$ cat src/rtl/redop_stream_if.sv
`default_nettype none
// ============================================================================
// Module   : redop_stream_if
// Brief    : Valid/ready beat input and result output bundle for redop_stream
// Revision : 1.0 - initial release
// ============================================================================
interface redop_stream_if #(
    parameter int WIDTH = 64,
    parameter int CNTW  = 16
);
    // Upstream beat channel
    logic [1:0]       redop_mode_i;
    logic             redop_vld_i;
    logic             redop_rdy_o;
    logic [WIDTH-1:0] redop_i1;
    logic             redop_last_i;
    // Downstream result channel
    logic             redop_vld_o;
    logic             redop_rdy_i;
    logic             redop_o;
    logic [CNTW-1:0]  redop_cnt_o;
    logic             redop_hit_o;
    logic [CNTW-1:0]  redop_hitidx_o;

    // Producer/consumer side (drives beats, accepts results)
    modport master (
        output redop_mode_i, redop_vld_i, redop_i1, redop_last_i, redop_rdy_i,
        input  redop_rdy_o, redop_vld_o, redop_o, redop_cnt_o, redop_hit_o, redop_hitidx_o
    );

    // Reduction unit side
    modport slave (
        input  redop_mode_i, redop_vld_i, redop_i1, redop_last_i, redop_rdy_i,
        output redop_rdy_o, redop_vld_o, redop_o, redop_cnt_o, redop_hit_o, redop_hitidx_o
    );
endinterface
`default_nettype wire

$ cat src/rtl/redop_stream.sv
`default_nettype none
// ============================================================================
// Module   : redop_stream
// Brief    : Streaming OR/AND/XOR packet reduction with beat count and index
//            of the first beat that differs from the reduction identity
// Revision : 1.0 - initial release
// ============================================================================
module redop_stream #(
    parameter int WIDTH = 64,
    parameter int CNTW  = 16
) (
    input  wire logic         clk,
    input  wire logic         rst,
    redop_stream_if.slave     bus
);
    localparam logic [1:0]      c_mode_or  = 2'd0;
    localparam logic [1:0]      c_mode_and = 2'd1;
    localparam logic [1:0]      c_mode_xor = 2'd2;
    localparam logic [0:0]      c_st_idle  = 1'b0;
    localparam logic [0:0]      c_st_acc   = 1'b1;
    localparam logic [CNTW-1:0] c_cnt_max  = {CNTW{1'b1}};
    localparam logic [CNTW-1:0] c_cnt_one  = CNTW'(1);

    logic [0:0]      r_state;
    logic [1:0]      r_mode;
    logic            r_acc;
    logic [CNTW-1:0] r_cnt;
    logic            r_hit;
    logic [CNTW-1:0] r_hitidx;

    logic            r_vld_o;
    logic            r_res_o;
    logic [CNTW-1:0] r_cnt_o;
    logic            r_hit_o;
    logic [CNTW-1:0] r_hitidx_o;

    logic            w_rdy;
    logic            w_accept;
    logic            w_in_idle;
    logic [1:0]      w_mode_in;
    logic [1:0]      w_mode;
    logic            w_b;
    logic            w_ident;
    logic            w_hit_beat;
    logic            w_acc_n;
    logic [CNTW-1:0] w_cnt_n;
    logic            w_hit_n;
    logic [CNTW-1:0] w_hitidx_n;

    // Input is blocked only while a result is waiting for a downstream that is not ready
    assign w_rdy      = ~r_vld_o | bus.redop_rdy_i;
    assign w_accept   = bus.redop_vld_i & w_rdy;
    assign w_in_idle  = (r_state == c_st_idle);
    // Reserved encoding behaves as OR; the mode is only honoured on the first beat
    assign w_mode_in  = (bus.redop_mode_i == 2'd3) ? c_mode_or : bus.redop_mode_i;
    assign w_mode     = w_in_idle ? w_mode_in : r_mode;
    assign w_hit_beat = (w_b != w_ident);

    // Per-beat reduction value and the identity element of the active mode
    always_comb begin
        w_b     = |bus.redop_i1;
        w_ident = 1'b0;
        case (w_mode)
            c_mode_and: begin
                w_b     = &bus.redop_i1;
                w_ident = 1'b1;
            end
            c_mode_xor: begin
                w_b     = ^bus.redop_i1;
                w_ident = 1'b0;
            end
            default: begin
                w_b     = |bus.redop_i1;
                w_ident = 1'b0;
            end
        endcase
    end

    // Packet state after folding in the current beat
    always_comb begin
        w_acc_n    = r_acc;
        w_cnt_n    = r_cnt;
        w_hit_n    = r_hit;
        w_hitidx_n = r_hitidx;
        if (w_in_idle) begin
            w_acc_n    = w_b;
            w_cnt_n    = c_cnt_one;
            w_hit_n    = w_hit_beat;
            w_hitidx_n = '0;
        end else begin
            case (r_mode)
                c_mode_and: w_acc_n = r_acc & w_b;
                c_mode_xor: w_acc_n = r_acc ^ w_b;
                default:    w_acc_n = r_acc | w_b;
            endcase
            w_cnt_n = (r_cnt == c_cnt_max) ? r_cnt : r_cnt + c_cnt_one;
            // r_cnt is the pre-increment, already saturated index of this beat
            if (!r_hit && w_hit_beat) begin
                w_hit_n    = 1'b1;
                w_hitidx_n = r_cnt;
            end
        end
    end

    // Packet accumulation, IDLE/ACC sequencing and registered result
    always_ff @(posedge clk) begin
        if (rst) begin
            r_state    <= c_st_idle;
            r_mode     <= c_mode_or;
            r_acc      <= 1'b0;
            r_cnt      <= '0;
            r_hit      <= 1'b0;
            r_hitidx   <= '0;
            r_vld_o    <= 1'b0;
            r_res_o    <= 1'b0;
            r_cnt_o    <= '0;
            r_hit_o    <= 1'b0;
            r_hitidx_o <= '0;
        end else begin
            if (r_vld_o && bus.redop_rdy_i) begin
                r_vld_o <= 1'b0;
            end
            if (w_accept) begin
                if (w_in_idle) begin
                    r_mode <= w_mode_in;
                end
                r_acc    <= w_acc_n;
                r_cnt    <= w_cnt_n;
                r_hit    <= w_hit_n;
                r_hitidx <= w_hitidx_n;
                if (bus.redop_last_i) begin
                    r_state    <= c_st_idle;
                    r_vld_o    <= 1'b1;
                    r_res_o    <= w_acc_n;
                    r_cnt_o    <= w_cnt_n;
                    r_hit_o    <= w_hit_n;
                    r_hitidx_o <= w_hitidx_n;
                end else begin
                    r_state <= c_st_acc;
                end
            end
        end
    end

    assign bus.redop_rdy_o    = w_rdy;
    assign bus.redop_vld_o    = r_vld_o;
    assign bus.redop_o        = r_res_o;
    assign bus.redop_cnt_o    = r_cnt_o;
    assign bus.redop_hit_o    = r_hit_o;
    assign bus.redop_hitidx_o = r_hitidx_o;
endmodule
`default_nettype wire

$ cat src/flat_wrapper.sv
// flat-port wrapper written by rule: the top's interface ports become plain ports
module redop_stream_flat 
#(
    parameter int WIDTH = 64,
    parameter int CNTW  = 16
)
  (clk, rst, bus_redop_mode_i, bus_redop_vld_i, bus_redop_i1, bus_redop_last_i, bus_redop_rdy_i, bus_redop_rdy_o, bus_redop_vld_o, bus_redop_o, bus_redop_cnt_o, bus_redop_hit_o, bus_redop_hitidx_o);
  redop_stream_if #(.WIDTH(WIDTH), .CNTW(CNTW)) bus_i ();
  input  wire logic clk;
  input  wire logic rst;
  input wire logic [$bits(bus_i.redop_mode_i)-1:0] bus_redop_mode_i;
  input wire logic [$bits(bus_i.redop_vld_i)-1:0] bus_redop_vld_i;
  input wire logic [$bits(bus_i.redop_i1)-1:0] bus_redop_i1;
  input wire logic [$bits(bus_i.redop_last_i)-1:0] bus_redop_last_i;
  input wire logic [$bits(bus_i.redop_rdy_i)-1:0] bus_redop_rdy_i;
  output wire logic [$bits(bus_i.redop_rdy_o)-1:0] bus_redop_rdy_o;
  output wire logic [$bits(bus_i.redop_vld_o)-1:0] bus_redop_vld_o;
  output wire logic [$bits(bus_i.redop_o)-1:0] bus_redop_o;
  output wire logic [$bits(bus_i.redop_cnt_o)-1:0] bus_redop_cnt_o;
  output wire logic [$bits(bus_i.redop_hit_o)-1:0] bus_redop_hit_o;
  output wire logic [$bits(bus_i.redop_hitidx_o)-1:0] bus_redop_hitidx_o;
  assign bus_i.redop_mode_i = bus_redop_mode_i;
  assign bus_i.redop_vld_i = bus_redop_vld_i;
  assign bus_i.redop_i1 = bus_redop_i1;
  assign bus_i.redop_last_i = bus_redop_last_i;
  assign bus_i.redop_rdy_i = bus_redop_rdy_i;
  assign bus_redop_rdy_o = bus_i.redop_rdy_o;
  assign bus_redop_vld_o = bus_i.redop_vld_o;
  assign bus_redop_o = bus_i.redop_o;
  assign bus_redop_cnt_o = bus_i.redop_cnt_o;
  assign bus_redop_hit_o = bus_i.redop_hit_o;
  assign bus_redop_hitidx_o = bus_i.redop_hitidx_o;
  redop_stream #(.WIDTH(WIDTH), .CNTW(CNTW)) u_core (.clk(clk), .rst(rst), .bus(bus_i));
endmodule
$ cat config.mk
export PLATFORM = sky130hd
export DESIGN_NAME = redop_stream_flat
export DESIGN_NICKNAME = d
export VERILOG_FILES = /design/src/rtl/redop_stream_if.sv /design/src/rtl/redop_stream.sv /design/src/flat_wrapper.sv
export SDC_FILE = /design/constraint.sdc
export NUM_CORES = 1
export LEC_CHECK = 0
export ABC_AREA = 1
export BUFFER_PORTS_ARGS = -buffer_cell sky130_fd_sc_hd__buf_2
export CAP_MARGIN = 20
export CORE_ASPECT_RATIO = 1.25
export CORE_MARGIN = 1
export CORE_UTILIZATION = 45
export DETAILED_ROUTE_END_ITERATION = 16
export GPL_ROUTABILITY_DRIVEN = 1
export PLACE_DENSITY = 0.67
export SKIP_LAST_GASP = 1
export SLEW_MARGIN = 20
export SYNTH_ARGS = -nofsm -noshare
export SYNTH_HDL_FRONTEND = slang
export SYNTH_SLANG_ARGS = --single-unit
$ cat constraint.sdc
create_clock -name clk -period 3.15 [get_ports clk]
set_input_delay 0.4725 -clock clk [delete_from_list [all_inputs] [get_ports clk]]
set_output_delay 0.4725 -clock clk [all_outputs]
set_load 0.05 [all_outputs]
==> After elaboration in Yosys (flattened, before gate mapping) <==
Index checks and enable logic that the tools add are counted.
{ "classes": {"n_addsub": 1, "multipliers": 0, "n_div": 0, "magnitude_cmp": 0, "n_eq_ne": 7, "n_shift": 0, "n_mux": 16, "bitwise": 6, "n_reduce_logical": 7} }
{ "ops": {"columns": ["op", "n"], "rows": [
  ["two-way mux 16 bit", 4],
  ["AND reduction 64 bit", 1],
  ["OR reduction 64 bit", 1],
  ["XOR reduction 64 bit", 1],
  ["adder 16 x 1 -> 16 bit (second input constant)", 1],
  ["== test 16 bit (second input constant)", 1],
  ["two-way mux 1 bit", 8],
  ["== test 2 bit (second input constant)", 3],
  ["== test 2 x 1 -> 1 bit (second input constant)", 2],
  ["two-way mux 2 bit", 2],
  ["case mux 1 bit (2 select lines)", 2],
  ["AND 1 bit", 2],
  ["logical AND 1 bit", 2],
  ["OR 1 bit", 2],
  ["AND reduction 2 bit", 1],
  ["zero test 1 bit", 1],
  ["inequality test 1 bit", 1],
  ["inverter 1 bit", 1],
  ["bitwise XOR 1 bit", 1]
]} }
{ "totals": {"ff_bits": 72, "latchBits": 0, "mem_bits_rw": 0, "mem_bits_ro": 0, "inputBits": 71, "out_inout_bits": 36, "wordCells": 48, "memories": 0} }

==> Depth between registers and ports, before layout <==
{ "logic_depth": {"word_depth": 9, "depth_mapped": 24, "depth_no_buf": 24} }

==> Worst setup path before layout <==
OpenSTA, ideal clock, no wires.
{ "synth_timing": {"path_kind": "reg2reg", "start": "register u_core.r_state", "end": "register u_core.r_acc", "setup_time_ns": 0.116, "t_arrival_ns": 2.777, "slack_ns": 0.257, "path_stages_with_launch": 18, "path_buffers": 2, "synth_period_minus_slack_ns": 2.893, "path_cell_list": "dfxtp_1 -> clkbuf_1 -> inv_1 -> clkbuf_1 -> o21ai_0 -> o21ai_0 -> ha_1 -> inv_1 -> nor4_1 -> a31oi_1 -> nand2_2 -> nand2_4 -> ha_1 -> a22o_1 -> o21ai_0 -> o21ai_0 -> o21ai_0 -> inv_1"} }
{ "synth_via": {"elab_chain_len": 6, "word_cells_on_any_way": 9, "cone_classes": "2 x eq/ne; 4 x mux; 3 x bitwise"} }
{ "synth_rtl": {"columns": ["element", "line_no", "rtl"], "rows": [
  ["start, declared", "redop_stream.sv:24", "logic [0:0] r_state;"],
  ["start signal, assigned", "redop_stream.sv:108", "r_state <= c_st_idle;"],
  ["start signal, assigned", "redop_stream.sv:132", "r_state <= c_st_idle;"],
  ["start signal, assigned", "redop_stream.sv:139", "r_state <= c_st_acc;"],
  ["two-way mux 2 bit", "redop_stream.sv:56", "assign w_mode = w_in_idle ? w_mode_in : r_mode;"],
  ["== test 2 bit / == test 2 x 1 -> 1 bit (equally long branches)", "redop_stream.sv:63", "case (w_mode)"],
  ["case mux 1 bit (2 select lines)", "redop_stream.sv:63", null],
  ["OR 1 bit, or another cell as far along", "redop_stream.sv:94", "default: w_acc_n = r_acc | w_b;"],
  ["case mux 1 bit (2 select lines)", "redop_stream.sv:91", "case (r_mode)"],
  ["two-way mux 1 bit (*)", "redop_stream.sv:85", "if (w_in_idle) begin"],
  ["end signal, assigned", "redop_stream.sv:127", "r_acc <= w_acc_n;"],
  ["end, declared", "redop_stream.sv:26", "logic r_acc;"]
]} }
Mark *: on every way between the ends. The rest lies on a longest branch, timed or not.
A chain may end at the register's enable or synchronous reset.

==> Worst setup path after layout <==
Ends and elaborated chain as after synthesis.

==> results.py <==
metrics = {
    "clock_tree": {
        "cts_sinks": 72,
        "cts_resized": 0,
        "path_clk_slew_ns": 0.06,
        "clock_latency_ns": 0.34,
        "cts_tree": "done",
        "h-tree-depth": 3,
        "cts_root_buffer": "clkbuf_16",
        "postCtsSetupBuffers": 0,
        "hold_buffers": 0,
        "cts_buffers": 9,
        "ctsLongestPathBuffers": 2,
    },
    "global_routing": {
        "grt.overflow.total": 0,
        "grt_usage_pct": 21.2,
        "antenna_found_initial": 0,
        "grt_max_degree": 67,
        "grt_pass1_wl_mm": 20.8,
        "grt_pass1_vias": 4751,
    },
    "sta": {
        "worst_pin_slew_ns": 0.628,
        "finClkSkew_ns": 0.00745,
        "timing.final.hold_violations": 0,
        "drv_slew": 0,
        "fmax_mhz": 367,
        "fin_crit_ns": 2.72,
        "slew_headroom_pct": 58.1,
        "setup_viol": 0,
        "fin_crit_sh_pct": 86.4,
        "fin_ws_ns": 0.428,
        "rsz0062_at_grt": "false",
        "fin_setup_tns_ns": 0,
    },
    "floorplanning": {
        "rows": 44,
        "initial_core_util_pct": 45.9,
        "die_y_um": 123,
        "core_um2": 11600,
        "dieArea_um2": 12200,
        "die_w_um": 99.2,
        "pin_count": 107,
    },
    "layout": {
        "num_antenna_cells": 0,
        "area_delta_synth_final_pct": 18.2,
        "fin_area_um2": 6270,
        "fillers": 1190,
        "fin_util_pct": 54.3,
        "final_nets": 1030,
        "drive_gt1_share_pct": 17.6,
    },
    "detailed_routing": {
        "dr.pass1.iters": 4,
        "drt-initial-drc-count": 195,
        "ant_nets": 0,
        "drt_wl_total_mm": 11.8,
        "avgRoutedWirePerCell_um": 11.5,
        "avgViaCountPerCell": 4.85,
        "drc": 0,
        "vias": 4996,
    },
    "synth": {
        "ys_seq_area_share_pct": 27.1,
        "synth_edf_count": 0,
        "syn_area_um2": 5310,
        "syn_area_per_cell_um2": 6.71,
        "ys_dominant_reg_cell": "dfxtp_1",
        "synthTopCellsByCount": "189 x nand2_1, 153 x inv_1, 77 x o21ai_0",
        "syn-num-nets": 933,
        "synth_top_area_share_pct": 27.1,
        "synth_warnings": 0,
        "synthArstFlopShare_pct": 0,
        "synth_cell_types": 32,
        "synth_area_leaders": "dfxtp_1 27%, ha_1 17%, nand2_1 13%",
        "yosys.cell_count.top_type": "nand2_1",
        "synthCells": 791,
        "yosys.area.top_type": "dfxtp_1",
        "ys_seq_elements": 72,
    },
    "critical_path": {
        "reg2reg_from": "u_core.r_state$_SDFFE_PP0P_",
        "path_common_cell": "o21ai_0",
        "critical_path_class": "flip-flop to flip-flop",
        "crit_chain": "inv_1 -> o21ai_0 -> ha_1 -> inv_1 -> nor4_1 -> a31oi_1 -> nand2_2 -> nand2_4 -> ha_1 -> a22o_1 -> o21ai_0 -> o21ai_0 -> o21ai_0 -> inv_1",
        "cp.required_ns": 3.38,
        "cpPeakStageDelay_ns": 0.33,
        "crit_arrival_ns": 2.96,
        "cp-start-kind": "flip-flop",
        "crit_fanout": 5,
        "critPathLaunch": "u_core.r_state$_SDFFE_PP0P_",
        "crit_path_top_delay_cell": "dfxtp_1",
        "endpoint_kind": "flip-flop",
    },
    "power": {
        "powerDensity_nw_per_um2": 471,
        "finalPower_uw": 2960,
        "ir_drop_uv": 286,
        "leakage_uw": 0.00339,
    },
    "min_path": {
        "hold_path_class": "primary input to flip-flop",
        "min_from": "rst",
    },
    "placement": {
        "finalWeightedCongestion": 0.844,
        "dpl_cell_area_um2": 5940,
        "post-place-ws_ns": 0.172,
        "dp_hpwl_mm": 9.45,
        "io_buffers": 106,
    },
    "status": {
        "status": "completed",
    },
    "flow_run": {
        "cap_violations": 0,
    },
}
[critical path, delay by kind of cell, from the launching register on]
kind	cells	cell delay, ns
simple gates	3	0.49
flops	1	0.33
fa+ha+maj	2	0.52
compound gates	6	1.05
buf+inv	3	0.22
[sequential cells by signal (all words and copies together) (netlist names)]
signal	flops
u_core.bus.redop_cnt_o	16
u_core.r_hit	1
u_core.bus.redop_o	1
u_core.r_acc	1
u_core.bus.redop_vld_o	1
u_core.r_state	1
u_core.bus.redop_hitidx_o	16
u_core.r_hitidx	16
u_core.bus.redop_hit_o	1
u_core.r_cnt	16
u_core.r_mode	2
[cells in the final DEF (no fill, tap or decap), drive strengths merged]
cell type / Yosys / layout
bufinv: 0 / 2
a21oi: 56 / 56
nand3b: 1 / 1
dfxtp: 72 / 72
o31ai: 1 / 1
ha: 71 / 71
o41ai: 1 / 1
xor2: 7 / 7
a31oi: 3 / 3
nor2: 26 / 26
clkinv: 1 / 4
nand4: 31 / 31
o21bai: 2 / 2
a22o: 1 / 1
nor4: 4 / 4
nor3: 7 / 7
xnor2: 5 / 5
inv: 154 / 154
buf: 6 / 112
o21ai: 88 / 88
clkbuf: 20 / 11
nand3: 30 / 30
nand2: 203 / 203
a211oi: 1 / 1
[cell type report]
| cell class | count | area [µm²] | share of cell area [%] |
|---|---|---|---|
| Clock buffer | 11 | 253 | 4.03 |
| Clock inverter | 5 | 78.8 | 1.26 |
| Inverter | 155 | 582 | 9.27 |
| Multi-Input combinational cell | 538 | 3170 | 50.5 |
| Sequential cell | 72 | 1440 | 23.0 |
| Tap cell | 138 | 173 | 2.75 |
| Timing Repair Buffer | 112 | 576 | 9.17 |
[cells by family after synthesis]
group	after synthesis	synth area share [%]
buf+inv	181	13.1
fa+ha+maj	71	16.7
xor+xnor	12	1.98
compound gates	153	14.8
flops	72	27.1
simple gates	302	26.2
[stage by stage]
| step | instances | hold WS, ns |
|---|---|---|
| after floorplan | 791 | 0.502 |
| after global placement | 1015 | 0.433 |
| after detailed placement | 1015 | 0.441 |
| after CTS | 1031 | 0.368 |
| after global routing | 1031 | 0.390 |
| final | 1031 | 0.368 |
[final timing paths]
path                            slack (ns)  cells after the start                                        end
worst min-delay path                  0.37                      2     u_core.bus.redop_cnt_o[4]$_SDFFE_PP0P_
worst min register to register        0.45                      2  u_core.bus.redop_hitidx_o[9]$_SDFFE_PP0P_
worst max register to register        0.43                     14                  u_core.r_acc$_SDFFE_PP0P_
worst max-delay path                  0.43                     14                  u_core.r_acc$_SDFFE_PP0P_
[where the power goes]
part           internal, µW  total [µW]  switching, µW
Sequential              965         996           31.0
Combinational           291         847            555
Clock                   734        1110            379
Total                  1990        2960            965
[layer usage]
metal	vias up	part of all wire [%]	GRT usage (%)
met5	-	0	0
li1	2712	-	-
met4	0	2.9	8.18
met3	22	3.4	4.69
met1	2172	42	23.6
met2	90	52	39.4
Power figures use the tool's default switching activity.
